[config.mk]
export PLATFORM = sky130hd
export DESIGN_NAME = fp_align_shifter
export DESIGN_NICKNAME = d
export VERILOG_FILES = /design/src/rtl/fp_align_shifter.sv
export SDC_FILE = /design/constraint.sdc
export NUM_CORES = 1
export LEC_CHECK = 0
export ABC_AREA = 1
export CAP_MARGIN = 20
export CORE_MARGIN = 2
export CORE_UTILIZATION = 55
export CTS_CLUSTER_DIAMETER = 60
export CTS_CLUSTER_SIZE = 12
export DETAILED_ROUTE_END_ITERATION = 8
export GPL_TIMING_DRIVEN = 0
export PLACE_DENSITY = 0.76
export REMOVE_ABC_BUFFERS = 1
export SLEW_MARGIN = 30
export SYNTH_ARGS = -nofsm -noshare
export SYNTH_HDL_FRONTEND = slang
export SYNTH_SLANG_ARGS = --single-unit
[constraint.sdc]
create_clock -name clk -period 1.9 [get_ports clk]
set_clock_uncertainty 0.05 [all_clocks]
set_input_delay 0.57 -clock clk [delete_from_list [all_inputs] [get_ports clk]]
set_output_delay 0.57 -clock clk [all_outputs]
set_load 0.01 [all_outputs]
[src/rtl/fp_align_shifter.sv]
// Pipelined significand shifter: right shifts align with guard/round/sticky, left shifts normalise.
// One power-of-two shift level per register stage; the whole pipe stalls when the output is held.
module fp_align_shifter #(
  parameter int WIDTH = 24,
  parameter int SHW   = 5
) (
  input  logic             clk,
  input  logic             rst_n,
  input  logic             in_valid,
  output logic             in_ready,
  input  logic             in_sign,
  input  logic [WIDTH-1:0] in_mag,
  input  logic [SHW-1:0]   in_shamt,
  input  logic             in_dir,
  output logic             out_valid,
  input  logic             out_ready,
  output logic             out_sign,
  output logic [WIDTH-1:0] out_mag,
  output logic [2:0]       out_grs,
  output logic             out_sat
);

  localparam int EW = WIDTH + 2;
  localparam logic [EW-1:0]    ONES_E = '1;
  localparam logic [WIDTH-1:0] ONES_W = '1;

  logic          advance;
  logic          entry_sat;
  logic          entry_sticky;
  logic [EW-1:0] entry_ext;

  // Oversize right shifts are resolved once at entry; later stages then only shift zeros.
  assign entry_sat    = !in_dir && (32'(in_shamt) >= 32'(EW));
  assign entry_ext    = entry_sat ? '0 : {in_mag, 2'b00};
  assign entry_sticky = entry_sat && (|in_mag);

  assign advance  = !out_valid || out_ready;
  assign in_ready = advance;

  for (genvar gi = 0; gi < SHW; gi++) begin : stage
    localparam int K = SHW - 1 - gi;
    localparam int D = 1 << K;

    logic          prev_valid;
    logic          prev_sign;
    logic          prev_dir;
    logic          prev_sticky;
    logic          prev_sat;
    logic [K:0]    prev_shamt;
    logic [EW-1:0] prev_ext;

    logic [EW-1:0] ext_next;
    logic          sticky_next;
    logic          sat_next;

    logic          valid_reg;
    logic          sign_reg;
    logic          sticky_reg;
    logic          sat_reg;
    logic [EW-1:0] ext_reg;

    if (gi == 0) begin : g_src
      assign prev_valid  = in_valid;
      assign prev_sign   = in_sign;
      assign prev_dir    = in_dir;
      assign prev_sticky = entry_sticky;
      assign prev_sat    = entry_sat;
      assign prev_shamt  = in_shamt;
      assign prev_ext    = entry_ext;
    end else begin : g_src
      assign prev_valid  = stage[gi-1].valid_reg;
      assign prev_sign   = stage[gi-1].sign_reg;
      assign prev_dir    = stage[gi-1].g_carry.dir_reg;
      assign prev_sticky = stage[gi-1].sticky_reg;
      assign prev_sat    = stage[gi-1].sat_reg;
      assign prev_shamt  = stage[gi-1].g_carry.rest_reg;
      assign prev_ext    = stage[gi-1].ext_reg;
    end

    always_comb begin
      ext_next    = prev_ext;
      sticky_next = prev_sticky;
      sat_next    = prev_sat;
      if (prev_shamt[K]) begin
        if (prev_dir) begin
          // Left: g/r stay zero, any 1 pushed past the MSB flags saturation.
          ext_next = {prev_ext[EW-1:2] << D, 2'b00};
          sat_next = prev_sat | (|(prev_ext[EW-1:2] & ~(ONES_W >> D)));
        end else begin
          ext_next    = prev_ext >> D;
          sticky_next = prev_sticky | (|(prev_ext & ~(ONES_E << D)));
        end
      end
    end

    always_ff @(posedge clk or negedge rst_n) begin
      if (!rst_n) begin
        valid_reg  <= 1'b0;
        sign_reg   <= 1'b0;
        sticky_reg <= 1'b0;
        sat_reg    <= 1'b0;
        ext_reg    <= '0;
      end else if (advance) begin
        valid_reg  <= prev_valid;
        sign_reg   <= prev_sign;
        sticky_reg <= sticky_next;
        sat_reg    <= sat_next;
        ext_reg    <= ext_next;
      end
    end

    // Direction and the not-yet-consumed shift bits only travel as far as they are needed.
    if (K > 0) begin : g_carry
      logic         dir_reg;
      logic [K-1:0] rest_reg;

      always_ff @(posedge clk or negedge rst_n) begin
        if (!rst_n) begin
          dir_reg  <= 1'b0;
          rest_reg <= '0;
        end else if (advance) begin
          dir_reg  <= prev_dir;
          rest_reg <= prev_shamt[K-1:0];
        end
      end
    end
  end

  assign out_valid = stage[SHW-1].valid_reg;
  assign out_sign  = stage[SHW-1].sign_reg;
  assign out_mag   = stage[SHW-1].ext_reg[EW-1:2];
  assign out_grs   = {stage[SHW-1].ext_reg[1:0], stage[SHW-1].sticky_reg};
  assign out_sat   = stage[SHW-1].sat_reg;

endmodule

# --- Yosys cells after proc, flatten, opt, wreduce, memory -nomap -nowiden ---
# Cells that the tools add are included.
totals:
  register_bits: 164
  in_bits: 35
  output_inout_bits: 31
op_classes:
  magnitude_cmp: 1
  mux: 31
  n_bitwise: 10
  n_reduce_logical: 14
ops:
  columns: ["cell", "n"]
  rows:
  - ["26-bit two-way mux", 11]
  - ["16-bit OR reduction", 2]
  - ["24-bit OR reduction", 1]
  - ["1-bit two-way mux", 20]
  - ["8-bit OR reduction", 2]
  - ["1-bit OR", 10]
  - ["4-bit OR reduction", 2]
  - ["5-bit >= comparator, second input constant", 1]
  - ["2-bit OR reduction", 2]
  - ["1-bit logical AND", 2]
  - ["1-bit zero test", 2]
  - ["1-bit logical OR", 1]

# --- Longest topological paths before layout ---
logic_depth:
  word_depth: 7
  mapped_depth: 11

# --- Least setup slack after synthesis ---
# OpenSTA, ideal clock, no wires.
synth_timing:
  kind: "input -> output"
  startpoint: "input port out_ready"
  endpoint: "output port in_ready"
  arrival_ps: 1138
  required_ps: 1280
  setup_slack_ps: 142
  path_stages: 4
  cell_sequence: "nor2_4 inv_2 buf_2 buf_2"
synth_between:
  elab_chain_len: 1
synth_rtl:
  columns: ["item", "line", "source"]
  rows:
  - ["start: declaration", "16", "input logic out_ready,"]
  - ["1-bit logical OR", "37", "assign advance = !out_valid || out_ready;"]
  - ["end: declaration", "10", "output logic in_ready,"]
# Every way passes these cells.

# --- Worst setup path after layout ---
layout_timing:
  startpoint: "register stage[4].valid_reg, in the netlist out_valid"
  endpoint: "output port in_ready"
layout_between:
  elab_chain_len: 2
layout_rtl:
  columns: ["item", "line", "source"]
  rows:
  - ["start: declaration", "56", "logic valid_reg;"]
  - ["start signal: assignment", "104", "valid_reg <= prev_valid;"]
  - ["1-bit zero test", "37", null]
  - ["1-bit logical OR", "37", null]
# Every way passes these cells.

==> results by group <==
Run status
  – Status: finished, violations left
  – Failing checks: setup timing

STA
  – Max-slew violation count: 0
  – TNS Setup: -32.84 ps
  – Slew HR: 0.5143
  – Tcrit/Tclk final: 1.017
  – Min Tclk post-route: between 1500 and 2000 ps
  – Fmax: just over 500 MHz
  – Slew @ Worst Pin: roughly 730 ps
  – Final hold violation count: 0
  – RSZ-0062 raised after global routing: true
  – # setup viols final: 1
  – Hold slack final: 414.5 ps
  – Slack of the critical path: -32.84 ps

Hold path
  – Worst hold start: stage[0].valid_reg$_DFFE_PN0P_
  – Hold path depth: 2
  – WHS Endpoint: stage[1].valid_reg$_DFFE_PN0P_
  – Hold crit path type: flop to flop

Power and ir drop
  – Pint: ~9200 µW
  – Power share of the combinational group: 0.372
  – Maximum VDD drop: 0.0008553 V
  – Switch share: 0.3947
  – PD cells: 1625 nW/µm²
  – Clock Power Share: 0.197
  – Switch Pwr: between 5000 and 6000 µW
  – Reg power frac: 0.431
  – Leak: between 0.004 and 0.005 µW
  – Final Power: approximately 15000 µW

GRT
  – Initial antenna violation count: 0
  – Vias in the first global route: around 6400
  – Total global-route track usage: 0.2624
  – Pin count of the biggest net entering global routing: 99
  – First-pass GRT wire length: 31580 µm
  – Grt ovf: 0

Setup path
  – Reg2Reg Setup Slack: 100 ps
  – CP required: about 1300 ps
  – Critical Path Slowest Stage Cell: dfrtp_1
  – Slowest cell delay on critical path: 360 ps
  – Worst setup SP type: flop
  – CP bufs+invs: 4
  – Critical Path End Type: output pin
  – CP Max Fanout: 6
  – Critical-path cell list: inv_2 > nor2_4 > clkbuf_16 > clkinv_16 > buf_6
  – Worst R2R Path Depth: 7
  – Critical path class: flop to output pin
  – R2r startpoint: out_valid$_DFFE_PN0P_
  – Crit path arrival time: ~1300 ps
  – CP top delay family: buffers and inverters
  – Worst flop-to-flop path endpoint: stage[0].ext_reg[2]$_DFFE_PN0P_

Logic synthesis
  – Register bit count reported by yosys: between 150 and 200
  – Ys flop type: dfrtp_1
  – Main combinational cell family by area after synthesis: simple AND/OR/NAND/NOR gates
  – Synth Area in Simple Gates: 0.2247
  – Multiplexer area fraction after synthesis: 0
  – Post-Synth Adder-Cell Area: 0
  – Synth Area in Compound Gates: 0.1774
  – Ys Warns: 0
  – Synthesized area: between 7000 and 8000 µm²
  – Yosys cell types: 32
  – Post-synthesis cell count: 929
  – Share of flip-flops with an asynchronous set or reset: 1.000
  – Post-Synth XOR/XNOR Area: 0
  – Mean post-synth cell area: ~8.4 µm²
  – Number of synthesized flops with an enable pin: 0
  – Seq/Total Area, Yosys: 0.5256

Floorplanning
  – Die area: around 15000 µm²
  – Die X: approximately 120 µm
  – # IOs: 66
  – Site Rows: 43
  – Initial Util: 0.5625
  – Die Ht: ~120 µm
  – Area of the core: roughly 14000 µm²

Job
  – Max_cap viols: 0

Clocking
  – TritonCTS clock tree: yes
  – CTS Buffer Depth: 2
  – Clock buffer count from CTS: 17
  – Worst-skew pair later-pin latency: ~430 ps
  – Root Buffer: clkbuf_16
  – Reg clk slew, reported paths: 50 ps
  – H-Tree Depth: 4
  – Clock Sinks: 164

Final layout
  – Fillers: between 1000 and 1500
  – Ant. Diodes: 0
  – Synth-to-Final Area Change: 19.21%
  – Max reg flops: 130
  – Share of cells above drive strength 1: 0.06876
  – NumNets Final: ~1000
  – Fin area: ~9300 µm²

Drt
  – Routed length per instance: between 15 and 20 µm
  – Initial DRC count: between 600 and 700
  – Post-route ant nets: 0
  – # DRC: 0
  – Final WL: around 19000 µm
  – TritonRoute pass-1 iters: 5
  – Total number of vias: 6912
  – DR vias/cell: ~5.9

Place
  – DP Wirelength: around 12000 µm
  – PortBufs: between 60 and 70
  – Cell Area, Placed: ~8600 µm²
  – Routability cong.: 0.9001
[routing by layer]
metal	global-route usage	wire, µm
met5	0	0
met1	0.3738	8619
met3	0.03782	984
met2	0.4076	9177
met4	0.1030	456
[synth_stat cells (7+ instances only)]
library cell | instances | area [µm²]
inv_2 | 7 | 26.28
nor2_1 | 128 | 480.5
a21oi_1 | 20 | 100.1
clkbuf_1 | 27 | 101.4
o22ai_1 | 8 | 50.05
nand2_1 | 280 | 1051
inv_1 | 71 | 266.5
a221oi_1 | 35 | 306.5
o221ai_1 | 13 | 113.9
a41oi_1 | 66 | 578.1
o21ai_0 | 22 | 110.1
nand4_1 | 14 | 87.58
nand3_1 | 13 | 65.06
dfrtp_1 | 164 | 4104
buf_2 | 28 | 140.1
[what timing repair did]
action                                 in CTS  in global routing
hold buffers                                1                  0
setup endpoints to repair                 182                  5
pin swaps                                   3                  1
cloned                                      5                  2
setup buffers                               4                  8
endpoints found under the hold margin      19                  0
gates resized for setup                    45                  8
[cell type report]
type / count / area [µm²] / area share
sequential: 164 / 4104 / 0.4409
multi-input combinational: 628 / 3194 / 0.3432
timing repair buffer: 86 / 923.4 / 0.09921
clock buffer: 26 / 489.2 / 0.05256
inverter: 81 / 331.6 / 0.03562
tap: 180 / 225.2 / 0.02420
timing repair inverter: 4 / 40.04 / 0.004302
[tightest hold or removal path, stage by stage (launching register included)]
cell	delay, ps
dfrtp_1	340
nand2_1	50
nand2_1	40
[cells in the final DEF, fill, tap and decap left out, drive strengths merged, types with 3 or more instances in the layout]
| cell | synthesis | final |
|---|---|---|
| a21oi | 20 | 20 |
| a221oi | 35 | 35 |
| a22oi | 3 | 3 |
| a31oi | 6 | 6 |
| a41oi | 66 | 66 |
| buf | 31 | 20 |
| clkbuf | 27 | 28 |
| clkdlybuf4s50 | 0 | 31 |
| clkinv | 3 | 4 |
| dfrtp | 164 | 164 |
| dlygate4sd2 | 0 | 30 |
| inv | 78 | 81 |
| nand2 | 280 | 280 |
| nand3 | 14 | 14 |
| nand4 | 14 | 14 |
| nor2 | 133 | 135 |
| o21ai | 24 | 24 |
| o221ai | 13 | 13 |
| o22ai | 8 | 8 |
[power groups by stage]
| stage | registers, µW | logic, µW | clock network [µW] |
|---|---|---|---|
| floorplan | 6290 | 3490 | 0 |
| global placement | 6460 | 5290 | 0 |
| detailed placement | 6510 | 5490 | 0 |
| CTS | 6470 | 5500 | 3000 |
| global route | 6720 | 6320 | 3160 |
| finish | 6510 | 5630 | 2990 |
[worst max path at each step]
stage | cells past startpoint | end | startpoint
6_report | 5 | in_ready | out_valid$_DFFE_PN0P_
3_3_place_gp | 1 | stage[0].valid_reg$_DFFE_PN0P_ | rst_n
4_1_cts | 5 | in_ready | out_valid$_DFFE_PN0P_
3_5_place_dp | 5 | in_ready | out_ready
2_1_floorplan | 4 | stage[0].ext_reg[4]$_DFFE_PN0P_ | out_ready
5_1_grt | 5 | in_ready | out_valid$_DFFE_PN0P_
[logic make-up after synthesis]
kind of cell,Yosys count
buffers and inverters,139
DFF,164
AOI/OAI and AO/OA,182
and+or+nand+nor,444
[per-stage QoR]
step / std cells / util / worst slack (ps)
floorplan: 871 / - / -1797
global placement: 1116 / 0.6068 / -6480
detailed placement: 1123 / 0.6206 / -1338
CTS: 1159 / 0.6627 / -108.4
global route: 1169 / 0.6705 / -78.59
finish: 1169 / 0.6705 / -32.84
Note: power is estimated with default switching activity, not from simulation.
